[config.mk]
export PLATFORM = sky130hd
export DESIGN_NAME = program_counter_stack
export DESIGN_NICKNAME = d
export VERILOG_FILES = /design/src/rtl/program_counter_stack.sv
export SDC_FILE = /design/constraint.sdc
export NUM_CORES = 1
export LEC_CHECK = 0
export ABC_CLOCK_PERIOD_IN_PS = 4700
export CAP_MARGIN = 15
export CORE_ASPECT_RATIO = 0.6
export CORE_MARGIN = 2
export CORE_UTILIZATION = 41
export CTS_CLUSTER_DIAMETER = 50
export DETAILED_ROUTE_END_ITERATION = 16
export HOLD_SLACK_MARGIN = 0.15
export PLACE_DENSITY_LB_ADDON = 0.25
export SYNTH_ARGS = -nofsm -noshare
export SYNTH_HDL_FRONTEND = slang
export SYNTH_SLANG_ARGS = --single-unit
[constraint.sdc]
create_clock -name clk -period 4.7 [get_ports clk]
set_clock_uncertainty 0.15 [all_clocks]
set_input_delay 0.47 -clock clk [delete_from_list [all_inputs] [get_ports clk]]
set_output_delay 0.47 -clock clk [all_outputs]
set_load 0.02 [all_outputs]
[src/rtl/program_counter_stack.sv]
// Program counter with a return-address stack, halt input and sticky stack-error flag.
// Optional breakpoint unit is compiled in when PC_BREAKPOINT_EN is defined.
module program_counter_stack #(
    parameter int ADDR_WIDTH  = 4,
    parameter int STACK_DEPTH = 4,
    parameter int SP_WIDTH    = $clog2(STACK_DEPTH + 1)
) (
    input  logic                  clk,
    input  logic                  reset,
    input  logic                  countEnable,
    input  logic                  jump,
    input  logic                  call,
    input  logic                  ret,
    input  logic                  halt,
    input  logic                  outputEnable,
    input  logic [ADDR_WIDTH-1:0] jumpAddr,
`ifdef PC_BREAKPOINT_EN
    input  logic [ADDR_WIDTH-1:0] bpAddr,
    input  logic                  bpEnable,
    output logic                  bpHit,
`endif
    output logic [ADDR_WIDTH-1:0] addr,
    output logic [ADDR_WIDTH-1:0] count,
    output logic [SP_WIDTH-1:0]   stackLevel,
    output logic                  stackErr,
    output logic                  halted
);

    localparam int IDX_WIDTH = (STACK_DEPTH > 1) ? $clog2(STACK_DEPTH) : 1;
    localparam logic [SP_WIDTH-1:0] FULL_LEVEL = SP_WIDTH'(STACK_DEPTH);

    logic [ADDR_WIDTH-1:0] stackMem [STACK_DEPTH];
    logic [ADDR_WIDTH-1:0] nextCount;
    logic [ADDR_WIDTH-1:0] incCount;
    logic [SP_WIDTH-1:0]   nextLevel;
    logic                  nextErr;
    logic                  doPush;
    logic                  freeze;
    logic [IDX_WIDTH-1:0]  pushIdx;
    logic [IDX_WIDTH-1:0]  popIdx;

    assign incCount = count + ADDR_WIDTH'(1);
    assign pushIdx  = IDX_WIDTH'(stackLevel);
    assign popIdx   = IDX_WIDTH'(stackLevel - SP_WIDTH'(1));

`ifdef PC_BREAKPOINT_EN
    // A taken breakpoint freezes the block exactly like halt until bpEnable drops.
    assign freeze = halt | (bpHit & bpEnable);
`else
    assign freeze = halt;
`endif

    always_comb begin
        nextCount = count;
        nextLevel = stackLevel;
        nextErr   = stackErr;
        doPush    = 1'b0;
        if (!freeze) begin
            if (call) begin
                if (stackLevel != FULL_LEVEL) begin
                    doPush    = 1'b1;
                    nextLevel = stackLevel + SP_WIDTH'(1);
                    nextCount = jumpAddr;
                end else begin
                    nextErr = 1'b1;
                end
            end else if (ret) begin
                if (stackLevel != '0) begin
                    nextCount = stackMem[popIdx];
                    nextLevel = stackLevel - SP_WIDTH'(1);
                end else begin
                    nextErr = 1'b1;
                end
            end else if (jump) begin
                nextCount = jumpAddr;
            end else if (countEnable) begin
                nextCount = incCount;
            end
        end
    end

    // addr samples count before this edge's update, giving one cycle of lag.
    always_ff @(posedge clk) begin
        if (reset) begin
            count      <= '0;
            addr       <= '0;
            stackLevel <= '0;
            stackErr   <= 1'b0;
            halted     <= 1'b0;
        end else begin
            count      <= nextCount;
            stackLevel <= nextLevel;
            stackErr   <= nextErr;
            halted     <= halt;
            if (outputEnable) begin
                addr <= count;
            end
        end
    end

    // Stack contents need no reset; stackLevel alone marks which entries are valid.
    always_ff @(posedge clk) begin
        if (!reset && doPush) begin
            stackMem[pushIdx] <= incCount;
        end
    end

`ifdef PC_BREAKPOINT_EN
    always_ff @(posedge clk) begin
        if (reset || !bpEnable) begin
            bpHit <= 1'b0;
        end else if (!freeze && nextCount == bpAddr) begin
            bpHit <= 1'b1;
        end
    end
`endif

endmodule

==> flow_summary.ini, run 1 <==
[placement]
placed_cell_area_mm2 = 0.001648
place_worst_setup_slack_ns = 2.199
port_buffers = 24
dpl.hpwl_mm = 2.285
gp_congestion = 0.8659

[timing]
final.setup.worst_slack_ns = 2.329
drv_slew = 0
period_needed_ns = 2.371
setup_viol = 0
worstMarginPinSlew_ns = 0.5767
post-route-period-util_pct = 50.45
hold_viol_final = 0
max_freq_mhz = 421.7
slew_headroom_pct = 61.43
tns_ns = 0
rsz0062_at_grt = false

[synthesis]
ys_ff_latch = 29
synth_top_area_share_pct = 34.53
synth.area.top_cells = edfxtp_1 35%, dfxtp_1 19%, ha_1 5.4%
async_reset_ff_share_pct = 0
yosysWarnings = 0
synthTopCellsByCount = 16 x edfxtp_1, 13 x dfxtp_1, 7 x a21oi_1, 7 x inv_1, 7 x nor2_1
syn_inst = 115
synth.distinct_cells = 42
synth_area_mm2 = 0.001391
synth.most_common_cell = edfxtp_1
yosysSeqAreaShare_pct = 53.24
synthFlopType = edfxtp_1
synthDominantAreaCellType = edfxtp_1
syn_nets = 133
synth-edff-count = 16
syn_area_per_cell_um2 = 12.10

[global_routing]
grt_max_degree = 16
overflow = 0
grt_first_pass_wirelength_mm = 4.974
antenna_found_initial = 0
grt_pass1_vias = 964
track_usage_pct = 17.17

[min_path]
min_path_type = reg -> reg

[setup_path]
cpPeakStageDelay_ns = 0.63
endpoint_kind = register
critPathMaxFanout = 11
crit_buf_inv = 1
cp_top_family = flip-flops
worstPathArrival_ns = 2.35
criticalPathCategory = reg -> reg
cp_cell_sequence = inv_1 -> ha_1 -> mux4_2 -> a22oi_1 -> a2bb2oi_1 -> a211oi_1
start_kind = register
worstPathRequired_ns = 4.68
crit_slowest_cell = dfxtp_1

[cells_and_area]
finalInstanceArea_mm2 = 0.001763
n_fill_cell = 290
n_antenna_cell = 0
drive_above_1_share_pct = 10.71
final_util_pct = 54.36
syn_to_final_growth_pct = 26.71
layout.nets = 157

[detailed_routing]
vias_per_cell = 5.541
drt-total-wl_mm = 3.056
firstDrtPassIters = 5
final_antenna_net_count = 0
vias = 1025
wl_per_cell_um = 16.52
drt_iter0_markers = 71
drc_errors = 0

[pwr]
p_total_uw = 657.6
p_seq_share_pct = 44.9
clock_power_share_pct = 38.9
ir_worst_vdd_v = 0.0002228
leakage_uw = 0.0006420
power_frac_comb_pct = 16.2
internal_power_uw = 491.0
p_switching_uw = 166.6
switching_share_pct = 25.33
power_density_mw_per_mm2 = 373.0

[cts]
cts-root-buf = clkbuf_8
cts_num_sinks = 29
cts_resized = 0
cts_setup_buffers = 0
clk_pin_slew_worst_paths_ns = 0.07
htree_levels = 2
cts_max_path_buffers = 2
cts_tree = yes
hold_buffers = 0
clock_latency_ns = 0.28
cts_buffers = 5

[die]
fp.dieArea_mm2 = 0.003891
fp.dieH_um = 49.13
rows = 16
die_x_um = 79.21
start_util_pct = 42.90
core_area_mm2 = 0.003243
num_io_pins = 25

[outcome]
status = finished, final reports clean

[run]
max-cap-violations = 0
## final timing paths
| path | cells past startpoint | slack [ns] | to | start |
|---|---|---|---|---|
| worst min register to register | 2 | 0.35 | addr[2]$_SDFFE_PP0P_ | addr[2]$_SDFFE_PP0P_ |
| worst min-delay path | 2 | 0.35 | addr[2]$_SDFFE_PP0P_ | addr[2]$_SDFFE_PP0P_ |
| worst max register to register | 6 | 2.33 | count[0]$_SDFFE_PP0P_ | stackLevel[0]$_SDFFE_PP0P_ |
| worst max-delay path | 6 | 2.33 | count[0]$_SDFFE_PP0P_ | stackLevel[0]$_SDFFE_PP0P_ |
## power groups by stage
stage,combinational (uW),sequential [uW],clock (uW)
6_report,106,295,256
5_1_grt,115,297,272
4_1_cts,106,295,260
3_5_place_dp,105,301,0
3_3_place_gp,106,300,0
2_1_floorplan,58.6,306,0
## area by class of cell
| type | count | area (um^2) | area share [%] |
|---|---|---|---|
| clock buffers | 5 | 68.82 | 3.903 |
| well taps | 45 | 56.30 | 3.194 |
| multi-input cells | 72 | 584.3 | 33.14 |
| inverters | 7 | 26.28 | 1.490 |
| flip-flops and latches | 29 | 740.7 | 42.02 |
| repair buffers | 24 | 240.2 | 13.63 |
| clock inverters | 3 | 46.29 | 2.626 |
## through the flow
step                      cells  hold WS (ns)
after detailed placement    177        0.3382
final                       185        0.3473
after floorplan             115        0.3916
after global routing        185        0.3642
after global placement      177        0.3271
after CTS                   185        0.3553
## logic make-up after synthesis
logic type               after synthesis  share of synthesized area [%]
AO/OA/AOI/OAI                         29                          15.11
flip-flops                            29                          53.24
AND/OR/NAND/NOR                       24                          9.624
buffers and inverters                 14                          4.766
multiplexers                          10                          9.982
adder cells (fa/ha/maj)                6                          5.396
XOR/XNOR                               3                          1.889
## routing by layer
layer | track usage (%) | part of all wire, %
met3 | 5.741 | 9.2
met5 | 0 | 0
met1 | 25.93 | 48
met4 | 4.310 | 0.75
met2 | 23.59 | 42
## cells in the final DEF (no fill, tap or decap), drive strengths merged, types with 2 or more instances in the layout
master and n:
and2 2, a211oi 2, mux4 3, inv 7, clkbuf 5, nand2b 3
xor2 2, edfxtp 16, a21oi 7, mux2i 6, nand3 3, clkdlybuf4s50 24
dfxtp 13, a32oi 2, nor2 7, a311oi 3, o31ai 2, ha 6
o21ai 3, and3 4, or3 2
## sequential cells by signal, indices dropped and copies added, names as in the netlist
| register | flops |
|---|---|
| addr | 4 |
| count | 4 |
| halted | 1 |
| stackErr | 1 |
| stackLevel | 3 |
| stackMem | 16 |
## worst min-delay path, stage by stage, from the launching register on
cell     delay (ns)
dfxtp_1        0.33
mux2i_1        0.07
nor2_1         0.07
Note: power is estimated with default switching activity, not from simulation.
==> run 2, diff against run 1 <==
- ABC_CLOCK_PERIOD_IN_PS: 4700 -> 1910
- clock period: 4.7 -> 1.91 ns (I/O delays scaled with it)
==> flow_summary.ini, run 2 (same netlist as run 1, synthesis figures left out) <==
[outcome]
status = finished, final reports clean

[timing]
setup_viol = 0
period_needed_ns = 1.818
final.setup.worst_slack_ns = 0.09169
drv_slew = 0
slew_headroom_pct = 73.06
hold_viol_final = 0
rsz0062_at_grt = false
worstMarginPinSlew_ns = 0.4017
max_freq_mhz = 550.0
post-route-period-util_pct = 95.20
hold_slack_ns = 0.3412

[cts]
cts_max_path_buffers = 2
cts_resized = 0
cts_tree = yes
cts_buffers = 5
clock_latency_ns = 0.28
clk_pin_slew_worst_paths_ns = 0.06
hold_buffers = 0
htree_levels = 2
cts-root-buf = clkbuf_8
cts_setup_buffers = 0
cts_num_sinks = 29

[global_routing]
track_usage_pct = 18.56
antenna_found_initial = 0
overflow = 0
grt_max_degree = 15
grt_first_pass_wirelength_mm = 5.278
grt_pass1_vias = 1052

[detailed_routing]
final_antenna_net_count = 0
vias_per_cell = 5.418
vias = 1062
drt_iter0_markers = 90
wl_per_cell_um = 16.53
firstDrtPassIters = 4
drt-total-wl_mm = 3.240
drc_errors = 0

[pwr]
power_frac_comb_pct = 19.8
internal_power_uw = 1140
clock_power_share_pct = 33.2
power_density_mw_per_mm2 = 835.4
leakage_uw = 0.0006894
switching_share_pct = 25.72
ir_worst_vdd_v = 0.0004414
p_seq_share_pct = 47.0
p_switching_uw = 394.9
p_total_uw = 1535

[min_path]
holdPathStages = 2
hold_start = addr[1]$_SDFFE_PP0P_
min_path_type = reg -> reg
hold_end = addr[1]$_SDFFE_PP0P_

[placement]
port_buffers = 24
place_worst_setup_slack_ns = -0.03884
dpl.hpwl_mm = 2.395
gp_congestion = 0.8484
placed_cells = 188

[cells_and_area]
top_register = stackMem
largestRegisters = stackMem: 16 flops, addr: 4 flops, count: 4 flops
stdcell_count = 196
final_util_pct = 56.67
final_common_cell = clkdlybuf4s50_1
layout.nets = 168
n_fill_cell = 288
final_cell_mix = 24 x clkdlybuf4s50_1, 16 x edfxtp_1, 11 x dfxtp_1, 11 x buf_4
syn_to_final_growth_pct = 32.10
largest_reg_flops = 16
n_antenna_cell = 0
drive_above_1_share_pct = 18.54

[die]
rows = 16
core_area_mm2 = 0.003243
fp.dieArea_mm2 = 0.003891
num_io_pins = 25
fp.dieH_um = 49.13
die_x_um = 79.21
start_util_pct = 42.90

[setup_path]
r2r_slack_ns = 0.09
endpoint_kind = register
worstPathArrival_ns = 1.63
worstPathRequired_ns = 1.72
critPathMaxFanout = 5
cpPeakStageDelay_ns = 0.39
timing.rr.start = stackLevel[1]$_SDFFE_PP0P_
reg2regPathDepth = 4
criticalPathCategory = reg -> reg
r2r-end = stackMem[0][1]$_DFFE_PP_
crit_slowest_cell = a211oi_1
cp_cell_sequence = inv_1 -> ha_4 -> a211oi_1 -> and3_1
start_kind = register

[run]
max-cap-violations = 0
run 2: per-layer routing:
metal	GRT usage (%)	wire [um]	part of all wire, %
met2	26.55	1413	44
met4	7.184	21	0.65
met3	6.296	193	6.0
met1	25.95	1611	50
met5	0	0	0
run 2: cell type report:
class | instances | area [um^2] | area share (%)
sequential | 29 | 745.7 | 40.57
multi-input combinational | 72 | 596.8 | 32.47
inverter | 7 | 26.28 | 1.430
tap | 45 | 56.30 | 3.063
timing repair buffer | 35 | 322.8 | 17.56
clock buffer | 8 | 90.09 | 4.901
run 2: stage by stage:
| stage | cell area (um^2) | TNS (ns) |
|---|---|---|
| 2_1_floorplan | 1415 | 0 |
| 5_1_grt | 1838 | 0 |
| 3_5_place_dp | 1748 | -0.1496 |
| 3_3_place_gp | 1748 | -0.003053 |
| 4_1_cts | 1838 | 0 |
| 6_report | 1838 | 0 |
run 2: power groups by stage:
stage | Clock [uW] | Combinational [uW] | Sequential, uW
after floorplan | 0 | 156 | 753
after global placement | 0 | 296 | 733
after detailed placement | 0 | 302 | 734
after CTS | 526 | 304 | 721
after global routing | 559 | 330 | 725
final | 510 | 304 | 721
run 2: worst max-delay path by stage:
stage                                    start                       end  slack, ns  cells after the start
floorplan           stackLevel[0]$_SDFFE_PP0P_     count[0]$_SDFFE_PP0P_       0.03                      8
global placement                          call     count[2]$_SDFFE_PP0P_     -0.003                      6
detailed placement                        call     count[2]$_SDFFE_PP0P_      -0.04                      6
CTS                 stackLevel[1]$_SDFFE_PP0P_  stackMem[0][1]$_DFFE_PP_       0.09                      4
global route        stackLevel[1]$_SDFFE_PP0P_  stackMem[0][1]$_DFFE_PP_       0.02                      4
finish              stackLevel[1]$_SDFFE_PP0P_  stackMem[0][1]$_DFFE_PP_       0.09                      4
run 2: critical path, delay by kind of cell, from the launching register on:
family                   cells  cell delay [ns]
AO/OA/AOI/OAI                1             0.39
adder cells (fa/ha/maj)      1             0.19
buffers and inverters        1             0.08
flip-flops                   1             0.32
AND/OR/NAND/NOR              1             0.36
